`config.mk`:
```
export PLATFORM = sky130hd
export DESIGN_NAME = p2s
export DESIGN_NICKNAME = d
export VERILOG_FILES = /design/src/rtl/p2s.sv
export SDC_FILE = /design/constraint.sdc
export NUM_CORES = 1
export LEC_CHECK = 0
export ABC_AREA = 0
export BUFFER_PORTS_ARGS = -buffer_cell sky130_fd_sc_hd__clkbuf_2
export CAP_MARGIN = 15
export CORE_MARGIN = 3
export CORE_UTILIZATION = 30
export CTS_CLUSTER_SIZE = 24
export DETAILED_ROUTE_END_ITERATION = 7
export GPL_TIMING_DRIVEN = 0
export RECOVER_POWER = 25
export SYNTH_ARGS = -nofsm -noshare
export SYNTH_HDL_FRONTEND = slang
export SYNTH_SLANG_ARGS = --single-unit
export TNS_END_PERCENT = 5
```
`constraint.sdc`:
```
create_clock -name clk -period 1.55 [get_ports clk]
set_input_delay 0.2325 -clock clk [delete_from_list [all_inputs] [get_ports clk]]
set_output_delay 0.2325 -clock clk [all_outputs]
set_load 0.05 [all_outputs]
```
`src/rtl/p2s.sv`:
```
// ---------------------------------------------------------------------------
// p2s : parallel-to-serial transmitter
//
// Accepts a WIDTH-bit word over a valid/ready handshake and shifts it out
// one bit per rising clk edge on dout. dout_valid marks every bit slot of a
// frame and frame_start marks slot 0, so a receiver can re-frame words.
// Frames may follow each other with no gap when a new word is handed over
// in the last slot of the current frame.
//
// Handshake: a word is transferred on a rising edge where load_valid and
// load_ready are both high. load_ready depends only on the FSM state and
// the slot counter, never on load_valid. While load_ready is low,
// load_valid is ignored and the producer must keep its word on pdata.
//
// Optional feature (compile-time macro P2S_PARITY_EN):
//   defined   - each frame gets one extra final slot carrying even parity
//               (XOR of the WIDTH captured bits); that slot becomes the
//               last slot for handshake and back-to-back purposes.
//   undefined - frames are exactly WIDTH slots; no parity logic exists.
//
// FSM state is observable on busy (high exactly in SHIFT).
// ---------------------------------------------------------------------------
module p2s #(
    parameter int WIDTH     = 10,
    parameter int MSB_FIRST = 1
) (
    input  logic             clk,
    input  logic             rst_n,
    input  logic [WIDTH-1:0] pdata,
    input  logic             load_valid,
    output logic             load_ready,
    output logic             dout,
    output logic             dout_valid,
    output logic             frame_start,
    output logic             busy
);

    // Counter is sized to hold every slot index of the longest frame
    // (WIDTH data slots plus an optional parity slot) without wrapping.
    localparam int CW = $clog2(WIDTH + 2);

`ifdef P2S_PARITY_EN
    localparam int FRAME_LEN = WIDTH + 1;
    // Slot index of the final data bit; the slot after it carries parity.
    localparam logic [CW-1:0] LAST_DATA = CW'(WIDTH - 1);
`else
    localparam int FRAME_LEN = WIDTH;
`endif

    localparam logic [CW-1:0] LAST_SLOT = CW'(FRAME_LEN - 1);

    typedef enum logic {
        S_IDLE  = 1'b0,
        S_SHIFT = 1'b1
    } state_t;

    // Registered state
    state_t           r_state;
    logic [CW-1:0]    r_cnt;
    logic [WIDTH-1:0] r_shift;
    logic             r_dout;
    logic             r_dout_valid;
    logic             r_frame_start;
`ifdef P2S_PARITY_EN
    logic             r_parity;
`endif

    // Next-state values
    state_t           w_state_nxt;
    logic [CW-1:0]    w_cnt_nxt;
    logic [WIDTH-1:0] w_shift_nxt;
    logic             w_dout_nxt;
    logic             w_dout_valid_nxt;
    logic             w_frame_start_nxt;
`ifdef P2S_PARITY_EN
    logic             w_parity_nxt;
`endif

    // Handshake and bit-order helpers
    logic             w_last_slot;
    logic             w_load_ready;
    logic             w_load;
    logic             w_first_bit;
    logic [WIDTH-1:0] w_load_rest;
    logic             w_next_bit;
    logic [WIDTH-1:0] w_shift_adv;

    // Bit-order selection: which bit goes out first on a load, which bit
    // comes next from the shift register, and how the register advances.
    // The register always keeps the next bit to send at its "head" end.
    always_comb begin
        w_first_bit = 1'b0;
        w_load_rest = '0;
        w_next_bit  = 1'b0;
        w_shift_adv = '0;
        if (MSB_FIRST != 0) begin
            w_first_bit = pdata[WIDTH-1];
            w_load_rest = {pdata[WIDTH-2:0], 1'b0};
            w_next_bit  = r_shift[WIDTH-1];
            w_shift_adv = {r_shift[WIDTH-2:0], 1'b0};
        end else begin
            w_first_bit = pdata[0];
            w_load_rest = {1'b0, pdata[WIDTH-1:1]};
            w_next_bit  = r_shift[0];
            w_shift_adv = {1'b0, r_shift[WIDTH-1:1]};
        end
    end

    // Ready is high when idle or in the final slot of a frame; it looks
    // only at state and counter so it cannot form a loop with load_valid.
    always_comb begin
        w_last_slot  = (r_state == S_SHIFT) && (r_cnt == LAST_SLOT);
        w_load_ready = (r_state == S_IDLE) || w_last_slot;
        w_load       = load_valid && w_load_ready;
    end

    // Next-state and next-output logic. Outputs are computed one cycle
    // ahead so that dout/dout_valid/frame_start leave the block registered.
    always_comb begin
        w_state_nxt       = r_state;
        w_cnt_nxt         = r_cnt;
        w_shift_nxt       = r_shift;
        w_dout_nxt        = 1'b0;
        w_dout_valid_nxt  = 1'b0;
        w_frame_start_nxt = 1'b0;
`ifdef P2S_PARITY_EN
        w_parity_nxt      = r_parity;
`endif
        case (r_state)
            S_IDLE: begin
                if (w_load) begin
                    w_state_nxt       = S_SHIFT;
                    w_cnt_nxt         = '0;
                    w_shift_nxt       = w_load_rest;
                    w_dout_nxt        = w_first_bit;
                    w_dout_valid_nxt  = 1'b1;
                    w_frame_start_nxt = 1'b1;
`ifdef P2S_PARITY_EN
                    w_parity_nxt      = ^pdata;
`endif
                end
            end
            S_SHIFT: begin
                if (w_last_slot) begin
                    if (w_load) begin
                        // Back-to-back: next frame starts with no gap slot.
                        w_state_nxt       = S_SHIFT;
                        w_cnt_nxt         = '0;
                        w_shift_nxt       = w_load_rest;
                        w_dout_nxt        = w_first_bit;
                        w_dout_valid_nxt  = 1'b1;
                        w_frame_start_nxt = 1'b1;
`ifdef P2S_PARITY_EN
                        w_parity_nxt      = ^pdata;
`endif
                    end else begin
                        // Frame done, line returns to quiet zero.
                        w_state_nxt = S_IDLE;
                        w_cnt_nxt   = '0;
                    end
                end else begin
                    w_cnt_nxt        = r_cnt + CW'(1);
                    w_shift_nxt      = w_shift_adv;
                    w_dout_nxt       = w_next_bit;
                    w_dout_valid_nxt = 1'b1;
`ifdef P2S_PARITY_EN
                    // After the final data bit the parity bit goes out.
                    if (r_cnt == LAST_DATA) begin
                        w_dout_nxt = r_parity;
                    end
`endif
                end
            end
            default: begin
                w_state_nxt = S_IDLE;
                w_cnt_nxt   = '0;
            end
        endcase
    end

    // State and output registers; reset discards any frame in flight.
    always_ff @(posedge clk or negedge rst_n) begin
        if (!rst_n) begin
            r_state       <= S_IDLE;
            r_cnt         <= '0;
            r_shift       <= '0;
            r_dout        <= 1'b0;
            r_dout_valid  <= 1'b0;
            r_frame_start <= 1'b0;
        end else begin
            r_state       <= w_state_nxt;
            r_cnt         <= w_cnt_nxt;
            r_shift       <= w_shift_nxt;
            r_dout        <= w_dout_nxt;
            r_dout_valid  <= w_dout_valid_nxt;
            r_frame_start <= w_frame_start_nxt;
        end
    end

`ifdef P2S_PARITY_EN
    // Parity of the captured word, held for the final slot of the frame.
    always_ff @(posedge clk or negedge rst_n) begin
        if (!rst_n) begin
            r_parity <= 1'b0;
        end else begin
            r_parity <= w_parity_nxt;
        end
    end
`endif

    assign load_ready  = w_load_ready;
    assign dout        = r_dout;
    assign dout_valid  = r_dout_valid;
    assign frame_start = r_frame_start;
    assign busy        = (r_state == S_SHIFT);

endmodule

```
==> metrics.yaml <==
pwr:
  power.density_nw_per_um2: 1510
  power.leakage_uw: 0.000532
  vdd_drop_max_mv: 0.870
global_routing:
  overflow: 0
  grt_use_total: 0.0942
  grt_pass1_vias: 589
  grt_pass1_wl_mm: 2.52
  antenna_found_initial: 0
  grt_max_degree: 18
hold_path:
  hp-start: "pdata[9]"
  worstHoldPathType: "in -> reg"
route:
  antenna_left: 0
  wl_met2_um: 634
  wl_mm: 1.44
  top_layer_used: "met4"
  via_per_inst: 4.58
  routedWlPerCell_um: 11.8
  wl_met3_um: 103
  drt_drc_violations_left: 0
  drt-pass1-iter-count: 2
  vias: 559
  drt_iter0_drc: 10
  wl_met1_um: 691
setup_path:
  crit_required_ns: 1.32
  reg2reg_depth: 7
  path_cells: "inv_1, ha_2, nand2_2, o21ai_4, buf_8, clkbuf_16"
  cp_data_arrival_time_ns: 1.39
  critPathLaunch: "r_cnt[1]"
  max_stage_delay_ns: 0.39
  endpoint: "load_ready"
  rr_endpoint: "r_shift[7]"
  critPathBufInv: 3
  crit_type: "reg -> out"
  start_kind: "flip-flop"
  cp_max_fo: 2
  critical-path-top-delay-family: "flip-flops"
  worst_setup_path_end_kind: "output pin"
  reg2reg_slack_ns: 0.01
  worst_path_max_delay_cell: "dfrtp_1"
  r2r-start: "r_cnt[1]"
  cp.depth: 6
logic_synthesis:
  synthAdderAreaFrac: 0.0290
  yosys_warnings: 0
  ys_types: 21
  syn-num-nets: 81
  synth_seq_area_share: 0.493
  synth_top_area_frac: 0.493
  synth-simple-area-share: 0.0884
  synth_compound_area_frac: 0.0594
  synth.area.top_cells: "dfrtp_1 49%, mux2_2 14%, mux2_4 10%, o21ai_0 3.5%, ha_1 2.9%"
  synth_seq_cells: 17
  post_synth_xor_area_fraction: 0.0101
  synth_ff_type: "dfrtp_1"
  synth_area_leader_cell: "dfrtp_1"
  muxShareOfSynthArea: 0.259
  synthArstFlopShare: 1.00
  synth_top_family_by_area: "multiplexers"
  syn_area_per_cell_um2: 13.1
  ys_top_cells_by_count: "17 x dfrtp_1, 11 x mux2_2, 6 x mux2_4, 6 x nand2_1, 6 x o21ai_0"
  post-synth-top-count-cell: "dfrtp_1"
  postSynthCellCount: 66
  synth_edf_count: 0
  syn_area_um2: 863
cells_and_area:
  num-nets-final: 108
  final_util: 0.412
  antennaDiodeCount: 0
  layout-drive-gt1-share: 0.511
  fin_cells: 122
  area_delta_synth_final_pct: 24.6
  final_area_um2: 1080
timing:
  slew_headroom: 0.385
  fin_crit_ns: 1.63
  rsz0062_at_grt: "yes"
  clock.fmax_mhz: 615
  worst_slew_pin_slew_ns: 0.922
  maxSlewViolCount: 0
  setup_slack_ns: -0.0756
  hold_viol_final: 0
  fin_crit_sh: 1.05
  finClkSkew_ns: 0.000454
  setup_violations: 1
  hold-worst-slack_ns: 0.181
placed_design:
  place_area_um2: 981
  dp_hpwl_um: 993
  port_buffers: 16
  placed_cells_incl_taps: 112
  finalWeightedCongestion: 0.667
  dp_worst_setup_slack_ns: -0.178
die:
  start_util: 0.330
  die-height_um: 59.6
  core-area_um2: 2610
  die_area_um2: 3560
  rows: 18
  ios: 18
  chipWidth_um: 59.6
run_status:
  status: "complete, but fails checks"
  violations: "setup timing"
clock_tree:
  clock_sinks: 17
  cts_buffers: 3
  ctsHtreeMaxLevel: 1
  ctsLongestPathBuffers: 2
  clk_pin_slew_ns: 0.09
  cts_tree: "done"
  insertion_delay_ns: 0.28
  root_buffer: "clkbuf_4"
flow_run:
  drv_cap: 0
-- cell usage in the layout (no fill, tap or decap), drive strengths merged --
cell         Yosys  final
nand2            7      7
nor2b            1      1
buf              4      9
inv              2      2
a21oi            1      1
nor4bb           1      1
o21ai            7      7
mux2            17     17
and3b            1      1
xor2             1      1
and2             1      1
dfrtp           17     17
dlygate4sd3      0      1
nand2b           2      2
ha               2      2
nor2             1      1
mux2i            1      1
clkbuf           0     20
-- routing by layer --
| layer | track usage | vias up |
|---|---|---|
| met5 | 0 | - |
| met3 | 0.0414 | 2 |
| met1 | 0.118 | 262 |
| li1 | - | 276 |
| met2 | 0.147 | 19 |
| met4 | 0.0253 | 0 |
-- final cells by class --
class / instances / area (um^2)
sequential: 17 / 425
clock buffer: 4 / 26.3
inverter: 2 / 7.51
tap: 30 / 37.5
timing repair buffer: 22 / 146
fill: 265 / 1540
buffer: 4 / 45.0
multi-input combinational: 43 / 388
-- sequential cells by signal (all words and copies together), names as in the netlist --
register,flops
dout_valid,1
r_shift,10
frame_start,1
dout,1
r_cnt,4
-- tightest hold or removal path, cell delays in order --
cell	delay [ns]
clkbuf_2	0.08
nand2_1	0.05
mux2i_1	0.06
-- kinds of logic after synthesis --
logic type,Yosys count
AO/OA/AOI/OAI,8
XOR/XNOR,1
adder cells (fa/ha/maj),2
buffers and inverters,6
flip-flops,17
multiplexers,18
AND/OR/NAND/NOR,14
-- power breakdown --
part,total (uW),switching (uW),leakage [uW],internal [uW]
Sequential,673,89.9,0.000222,583
Clock,229,129,0.0000150,99.9
Combinational,728,341,0.000295,386
Total,1630,560,0.000532,1070
-- repair_timing --
item | 4_1_cts | 5_1_grt
hold buffers | 1 | 0
pin swaps | 1 | 1
setup endpoints to repair | 3 | 11
buffers inserted | 4 | 1
endpoints found under the hold margin | 17 | 0
resized for setup | 4 | 0
-- how the worst min path moves through the flow --
stage	depth (start not counted)	slack, ns	to
after floorplan	0	-0.06	dout
after global placement	1	0.19	r_cnt[3]
after detailed placement	1	0.20	r_cnt[3]
after CTS	3	0.17	dout
after global routing	3	0.18	dout
final	3	0.18	dout
-- stage by stage --
| stage | setup TNS, ns | power, uW |
|---|---|---|
| after floorplan | -0.00525 | 1170 |
| after global placement | -0.282 | 1280 |
| after detailed placement | -0.346 | 1300 |
| after CTS | -0.166 | 1640 |
| after global routing | -0.436 | 1760 |
| final | -0.0756 | 1630 |
Power figures use the tool's default switching activity.
